### src/rtl/fetch_pkg.sv
// Shared types and helpers for the instruction-fetch front end: entry record,
// default widths, PC step and the alignment mask used on redirect targets.
package fetch_pkg;

    localparam int unsigned FETCH_PC_W    = 64;
    localparam int unsigned FETCH_INSTR_W = 32;
    localparam int unsigned PC_STEP       = FETCH_INSTR_W / 8;
    localparam int unsigned FETCH_MASK_W  = 128;

    typedef struct packed {
        logic [FETCH_PC_W-1:0]    pc;
        logic [FETCH_INSTR_W-1:0] instr;
    } fetch_entry_t;

    // Mask with the byte-offset bits of an instruction-aligned address cleared.
    function automatic logic [FETCH_MASK_W-1:0] align_mask(input int unsigned step_bytes);
        logic [FETCH_MASK_W-1:0] low_s;
        low_s = FETCH_MASK_W'(step_bytes) - FETCH_MASK_W'(1);
        return ~low_s;
    endfunction

endpackage

### src/rtl/fetch_fifo.sv
// Synchronous FIFO of fetch entries with push, pop and flush; flush beats push.
// Pointers wrap modulo DEPTH and the occupancy counter separates full from empty.
module fetch_fifo
    import fetch_pkg::*;
#(
    parameter type         entry_t = fetch_entry_t,
    parameter int unsigned DEPTH   = 4
) (
    input  logic                     clk,
    input  logic                     reset,
    input  logic                     flush,
    input  logic                     push,
    input  entry_t                   push_data,
    input  logic                     pop,
    output entry_t                   head,
    output logic                     valid,
    output logic [$clog2(DEPTH):0]   count
);

    localparam int unsigned PTR_W = $clog2(DEPTH);
    localparam int unsigned CNT_W = PTR_W + 1;

    entry_t             mem_q [DEPTH];
    entry_t             mem_d [DEPTH];
    logic [PTR_W-1:0]   wr_ptr_q, wr_ptr_d;
    logic [PTR_W-1:0]   rd_ptr_q, rd_ptr_d;
    logic [CNT_W-1:0]   cnt_q, cnt_d;
    logic               pop_ok_s;
    logic               push_ok_s;

    // Next-state for storage, pointers and occupancy.
    always_comb begin
        mem_d     = mem_q;
        wr_ptr_d  = wr_ptr_q;
        rd_ptr_d  = rd_ptr_q;
        cnt_d     = cnt_q;
        pop_ok_s  = pop & (cnt_q != CNT_W'(0));
        push_ok_s = push & ((cnt_q < CNT_W'(DEPTH)) | pop_ok_s);
        if (flush) begin
            wr_ptr_d = PTR_W'(0);
            rd_ptr_d = PTR_W'(0);
            cnt_d    = CNT_W'(0);
        end else begin
            if (push_ok_s) begin
                mem_d[wr_ptr_q] = push_data;
                wr_ptr_d        = wr_ptr_q + PTR_W'(1);
            end else begin
                wr_ptr_d = wr_ptr_q;
            end
            if (pop_ok_s) begin
                rd_ptr_d = rd_ptr_q + PTR_W'(1);
            end else begin
                rd_ptr_d = rd_ptr_q;
            end
            case ({push_ok_s, pop_ok_s})
                2'b10:   cnt_d = cnt_q + CNT_W'(1);
                2'b01:   cnt_d = cnt_q - CNT_W'(1);
                default: cnt_d = cnt_q;
            endcase
        end
    end

    // Control state register.
    always_ff @(posedge clk) begin
        if (reset) begin
            wr_ptr_q <= PTR_W'(0);
            rd_ptr_q <= PTR_W'(0);
            cnt_q    <= CNT_W'(0);
        end else begin
            wr_ptr_q <= wr_ptr_d;
            rd_ptr_q <= rd_ptr_d;
            cnt_q    <= cnt_d;
        end
    end

    // Entry storage; contents are only meaningful below the occupancy count.
    always_ff @(posedge clk) begin
        mem_q <= mem_d;
    end

    assign head  = mem_q[rd_ptr_q];
    assign valid = (cnt_q != CNT_W'(0));
    assign count = cnt_q;

endmodule

### src/rtl/fetch_unit.sv
// Instruction-fetch front end: PC register, push/redirect control and entry FIFO.
// Optional FETCH_MISALIGN_CHK_EN adds a sticky fetch_fault for misaligned redirects.
module fetch_unit
    import fetch_pkg::*;
#(
    parameter int unsigned     PC_W     = FETCH_PC_W,
    parameter int unsigned     INSTR_W  = FETCH_INSTR_W,
    parameter int unsigned     DEPTH    = 4,
    parameter logic [PC_W-1:0] RESET_PC = '0
) (
    input  logic                     clk,
    input  logic                     reset,
    input  logic                     fetch_en,
    input  logic                     redirect_valid,
    input  logic [PC_W-1:0]          redirect_target,
    output logic [PC_W-1:0]          imem_addr,
    input  logic [INSTR_W-1:0]       imem_rdata,
    output logic                     out_valid,
    input  logic                     out_ready,
    output logic [PC_W-1:0]          out_pc,
    output logic [INSTR_W-1:0]       out_instr,
`ifdef FETCH_MISALIGN_CHK_EN
    output logic                     fetch_fault,
`endif
    output logic [$clog2(DEPTH):0]   fifo_count
);

    localparam logic [PC_W-1:0] STEP = PC_W'(INSTR_W / 8);

    typedef struct packed {
        logic [PC_W-1:0]    pc;
        logic [INSTR_W-1:0] instr;
    } entry_t;

    logic [PC_W-1:0] pc_q, pc_d;
    logic [PC_W-1:0] pc_mask_s;
    logic            pop_s;
    logic            push_s;
    logic            has_room_s;
    logic            blocked_s;
    entry_t          push_data_s;
    entry_t          head_s;

`ifdef FETCH_MISALIGN_CHK_EN
    logic fault_q, fault_d;
    logic misalign_s;
`endif

    // PC update, push decision and fault tracking; redirect outranks fetch.
    always_comb begin
        pc_mask_s  = PC_W'(align_mask(INSTR_W / 8));
        pop_s      = out_valid & out_ready;
        has_room_s = (fifo_count < ($clog2(DEPTH) + 1)'(DEPTH)) | pop_s;
        push_s     = 1'b0;
        pc_d       = pc_q;
`ifdef FETCH_MISALIGN_CHK_EN
        fault_d    = fault_q;
        misalign_s = |(redirect_target & ~pc_mask_s);
        blocked_s  = fault_q;
`else
        blocked_s  = 1'b0;
`endif
        if (redirect_valid) begin
`ifdef FETCH_MISALIGN_CHK_EN
            if (misalign_s) begin
                fault_d = 1'b1;
                pc_d    = pc_q;
            end else begin
                pc_d = redirect_target;
            end
`else
            pc_d = redirect_target & pc_mask_s;
`endif
        end else if (fetch_en & has_room_s & ~blocked_s) begin
            push_s = 1'b1;
            pc_d   = pc_q + STEP;
        end else begin
            pc_d = pc_q;
        end
        push_data_s.pc    = pc_q;
        push_data_s.instr = imem_rdata;
    end

    // PC and fault flag registers.
    always_ff @(posedge clk) begin
        if (reset) begin
            pc_q <= RESET_PC;
`ifdef FETCH_MISALIGN_CHK_EN
            fault_q <= 1'b0;
`endif
        end else begin
            pc_q <= pc_d;
`ifdef FETCH_MISALIGN_CHK_EN
            fault_q <= fault_d;
`endif
        end
    end

    fetch_fifo #(
        .entry_t (entry_t),
        .DEPTH   (DEPTH)
    ) u_fifo (
        .clk       (clk),
        .reset     (reset),
        .flush     (redirect_valid),
        .push      (push_s),
        .push_data (push_data_s),
        .pop       (pop_s),
        .head      (head_s),
        .valid     (out_valid),
        .count     (fifo_count)
    );

    assign imem_addr = pc_q;
    assign out_pc    = head_s.pc;
    assign out_instr = head_s.instr;
`ifdef FETCH_MISALIGN_CHK_EN
    assign fetch_fault = fault_q;
`endif

endmodule

### config.mk
export PLATFORM = sky130hd
export DESIGN_NAME = fetch_unit
export DESIGN_NICKNAME = d
export VERILOG_FILES = /design/src/rtl/fetch_pkg.sv /design/src/rtl/fetch_fifo.sv /design/src/rtl/fetch_unit.sv
export SDC_FILE = /design/constraint.sdc
export NUM_CORES = 1
export LEC_CHECK = 0
export BUFFER_PORTS_ARGS = -buffer_cell sky130_fd_sc_hd__buf_2
export CELL_PAD_IN_SITES_DETAIL_PLACEMENT = 0
export CELL_PAD_IN_SITES_GLOBAL_PLACEMENT = 1
export CORE_ASPECT_RATIO = 0.8
export CORE_MARGIN = 2
export CORE_UTILIZATION = 52
export DETAILED_ROUTE_END_ITERATION = 8
export GPL_TIMING_DRIVEN = 0
export PLACE_DENSITY_LB_ADDON = 0.2
export SYNTH_ARGS = -nofsm -noshare
export SYNTH_HDL_FRONTEND = slang
export SYNTH_HIERARCHICAL = 1
export SYNTH_SLANG_ARGS = --single-unit
export TNS_END_PERCENT = 100
### constraint.sdc
create_clock -name clk -period 15.3 [get_ports clk]
set_input_delay 0.765 -clock clk [delete_from_list [all_inputs] [get_ports clk]]
set_output_delay 0.765 -clock clk [all_outputs]
set_load 0.03 [all_outputs]
==> impl_metrics.ini <==
[grt]
met3_usage = 0.05378
grt_pass1_wl_mm = 66.63
grt-busiest-layer = met2
use_met2 = 0.3889
grt_pass1_vias = 10820
use_met1 = 0.3567
grt_max_degree = 15
grt_overflow = 0
antenna_found_initial = 11
grt_use_total = 0.2485

[place]
dp_slack_ns = 10.80
dp_cells = 1823
gp_routability_congestion = 0.8121
io_buffer_count = 260
hpwl_mm = 31.64
placed_cell_area_sq_um = 20490

[critical_path]
slowest_stage = nor3b_2
startpoint = u_fifo/count[2]
timing.rr.start = u_fifo/count[2]
cp.arrival_ns = 4.26
crit_top_cell = buf_6
crit_type = reg -> reg
cp_num_buf_inv = 6
crit_path_start_kind = flip-flop
cp_slowest_stage_delay_ns = 0.92
worstSetupEndpointType = flip-flop
cp_cell_sequence = or3_1 > a21bo_2 > buf_2 > nand2_1 > nor2_1 > nand2b_1 > nor3b_2 > buf_8 > buf_6 > buf_6 > buf_6 > buf_6
crit_fanout = 11
worst_ep_required_time_ns = 15.57
path_delay_family = simple AND/OR/NAND/NOR gates

[routing]
dr.pass1.iters = 5
wl_per_cell_um = 23.44
routed_wirelength_mm = 44.78
routed_via_density = 5.808
num_vias = 11090
drtIter0Drc = 931
postRouteAntennaNets = 0
drc_errors = 0

[flow_run]
maxCapViolations = 0

[clocking]
cts_buffer_depth = 3
clk_pin_slew_worst_paths_ns = 0.06
root_buffer = clkbuf_16
cts_hold_buf = 0
clkLatencyLatePin_ns = 0.58
ctsResizeCount = 0
cts_buffers = 44
cts-htree-levels = 2
post_cts_buffers = 0
cts_tree = built
cts.sinks = 453

[sta]
fin_crit_sh = 0.2607
hold_viol = 0
period_needed_ns = 3.988
setup_viol = 0
fmax_ghz = 0.2507
worst_slew_pin_slew_ns = 1.052
rsz0062_at_grt = no
relSlewSlack = 0.2955
final-max-slew-violation-count = 0
finalClockSkew_ns = 0.02049
layout_setup_ws_ns = 11.31

[power_and_ir_drop]
cellPowerDensity_nw_per_um2 = 118.6
peakVddDrop_mv = 0.1057
pwr-share-clk = 0.411
power_frac_comb = 0.052
seqPwrFrac = 0.537
power.internal_w = 0.002022
switchingPower_w = 0.0005800
swShare = 0.2229
power.leakage_nw = 7.553

[final_layout]
areaGrowthSynthToFinish_pct = 21.42
design_area_sq_um = 21940
drive_gt1_frac = 0.3510
final_cells = 1910
fin_nets = 1505

[synth]
synth-edff-count = 384
synth_common_cells = edfxtp_1, mux4_2, dfxtp_1, nor2_1, nand2_1
synth_area_sq_um = 18070
yosys_warnings = 6
ys_ff_latch = 453
synth_top_cells_by_area = edfxtp_1, mux4_2, dfxtp_1, nor2_1, a311oi_1
avgSynthCellArea_sq_um = 17.36
syn_inst = 1041
yosysMostFrequentCell = edfxtp_1
synth_top_area_share = 0.6380
synth-main-ff-cell = edfxtp_1
synthArstFlopShare = 0
synth_area_leader_cell = edfxtp_1
synth_cell_types = 58
seq_area_frac_synth = 0.7144

[floorplan]
dieHeight_um = 170.8
die-area_sq_um = 36270
ioPinCount = 265
start_util = 0.5239
die_width_um = 212.4
num_rows = 61
coreArea_sq_um = 34500

[hold_path]
min_path_type = in -> reg
min_from = imem_rdata[1]

[run_status]
status = complete, no violations
[power by group through the flow]
| stage | sequential (W) | clock (W) | combinational [W] |
|---|---|---|---|
| 6_report | 0.00140 | 0.00107 | 0.000135 |
| 2_1_floorplan | 0.00143 | 0 | 0.0000571 |
| 4_1_cts | 0.00140 | 0.00109 | 0.000135 |
| 5_1_grt | 0.00140 | 0.00114 | 0.000145 |
| 3_3_place_gp | 0.00142 | 0 | 0.000130 |
| 3_5_place_dp | 0.00142 | 0 | 0.000135 |
[layer usage]
metal,share of wire,wire length [um],vias to the layer above
met5,0.0019,86,-
met4,0.019,860,12
met3,0.069,3079,73
met2,0.47,21240,379
met1,0.44,19510,5650
li1,-,-,4980
[worst paths after layout]
path                            depth (start not counted)  slack, ns                 end
worst min-delay path                                    1       0.41    u_fifo/mem_q[97]
worst min register to register                          2       0.53  u_fifo/wr_ptr_q[0]
worst max-delay path                                   12      11.31   u_fifo/mem_q[122]
worst max register to register                         12      11.31   u_fifo/mem_q[122]
[cells by family after synthesis]
kind of cell               after synthesis  synth area share
buffers and inverters                   85           0.02194
muxes                                   96            0.1196
xor gates and xnor gates                22           0.01066
DFF                                    453            0.7144
and+or+nand+nor                        261           0.07941
other                                    1         0.0002075
adders and majority gates                7          0.005261
AOI/OAI and AO/OA                      116           0.04846
[metrics by stage]
stage | hold slack (ns) | util | total power, W | setup TNS (ns)
final | 0.4096 | 0.6361 | 0.002602 | 0
after global routing | 0.3960 | 0.6360 | 0.002685 | 0
after CTS | 0.3851 | 0.6356 | 0.002622 | 0
after detailed placement | 0.5249 | 0.5940 | 0.001558 | 0
after global placement | 0.5132 | 0.5797 | 0.001555 | -56.03
after floorplan | 0.4868 | - | 0.001491 | 0
[worst reg2reg max path: stages (launching register included)]
cell,delay [ns]
dfxtp_1,0.44
or3_1,0.18
a21bo_2,0.19
buf_2,0.22
nand2_1,0.18
nor2_1,0.32
nand2b_1,0.28
nor3b_2,0.92
buf_8,0.25
buf_6,0.17
buf_6,0.17
buf_6,0.19
buf_6,0.18
[area by class of cell]
| type | count | area [sq um] |
|---|---|---|
| Antenna cell | 5 | 12.51 |
| Clock inverter | 15 | 156.4 |
| Buffer | 62 | 310.3 |
| Clock buffer | 67 | 1277 |
| Inverter | 23 | 86.33 |
| Fill cell | 2600 | 12550 |
| Multi-Input combinational cell | 512 | 4825 |
| Tap cell | 472 | 590.6 |
| Timing Repair Buffer | 301 | 1774 |
| Sequential cell | 453 | 12910 |
[registers in the layout, indices dropped and copies added, names as in the netlist]
name	cells
u_fifo/rd_ptr_q	2
u_fifo/count	3
u_fifo/mem_q	384
u_fifo/wr_ptr_q	2
imem_addr	62
[cells in the final DEF (no fill, tap or decap), drive strengths merged, types with 8 or more instances in the layout]
cell type	netlist	final
edfxtp	384	384
buf	25	326
clkbuf	37	104
mux4	96	96
dfxtp	69	69
nor2	58	58
nand2	40	40
nand3	29	29
inv	23	25
a311oi	24	24
nand4	23	23
a211oi	21	21
o21ai	19	19
and3	18	18
or3	17	17
or4	16	16
xnor2	14	14
nor4	11	11
clkinv	0	11
a2111oi	10	10
o31ai	10	10
conb	1	10
nor3	10	10
and4	9	9
xor2	8	8
Power figures use the tool's default switching activity.
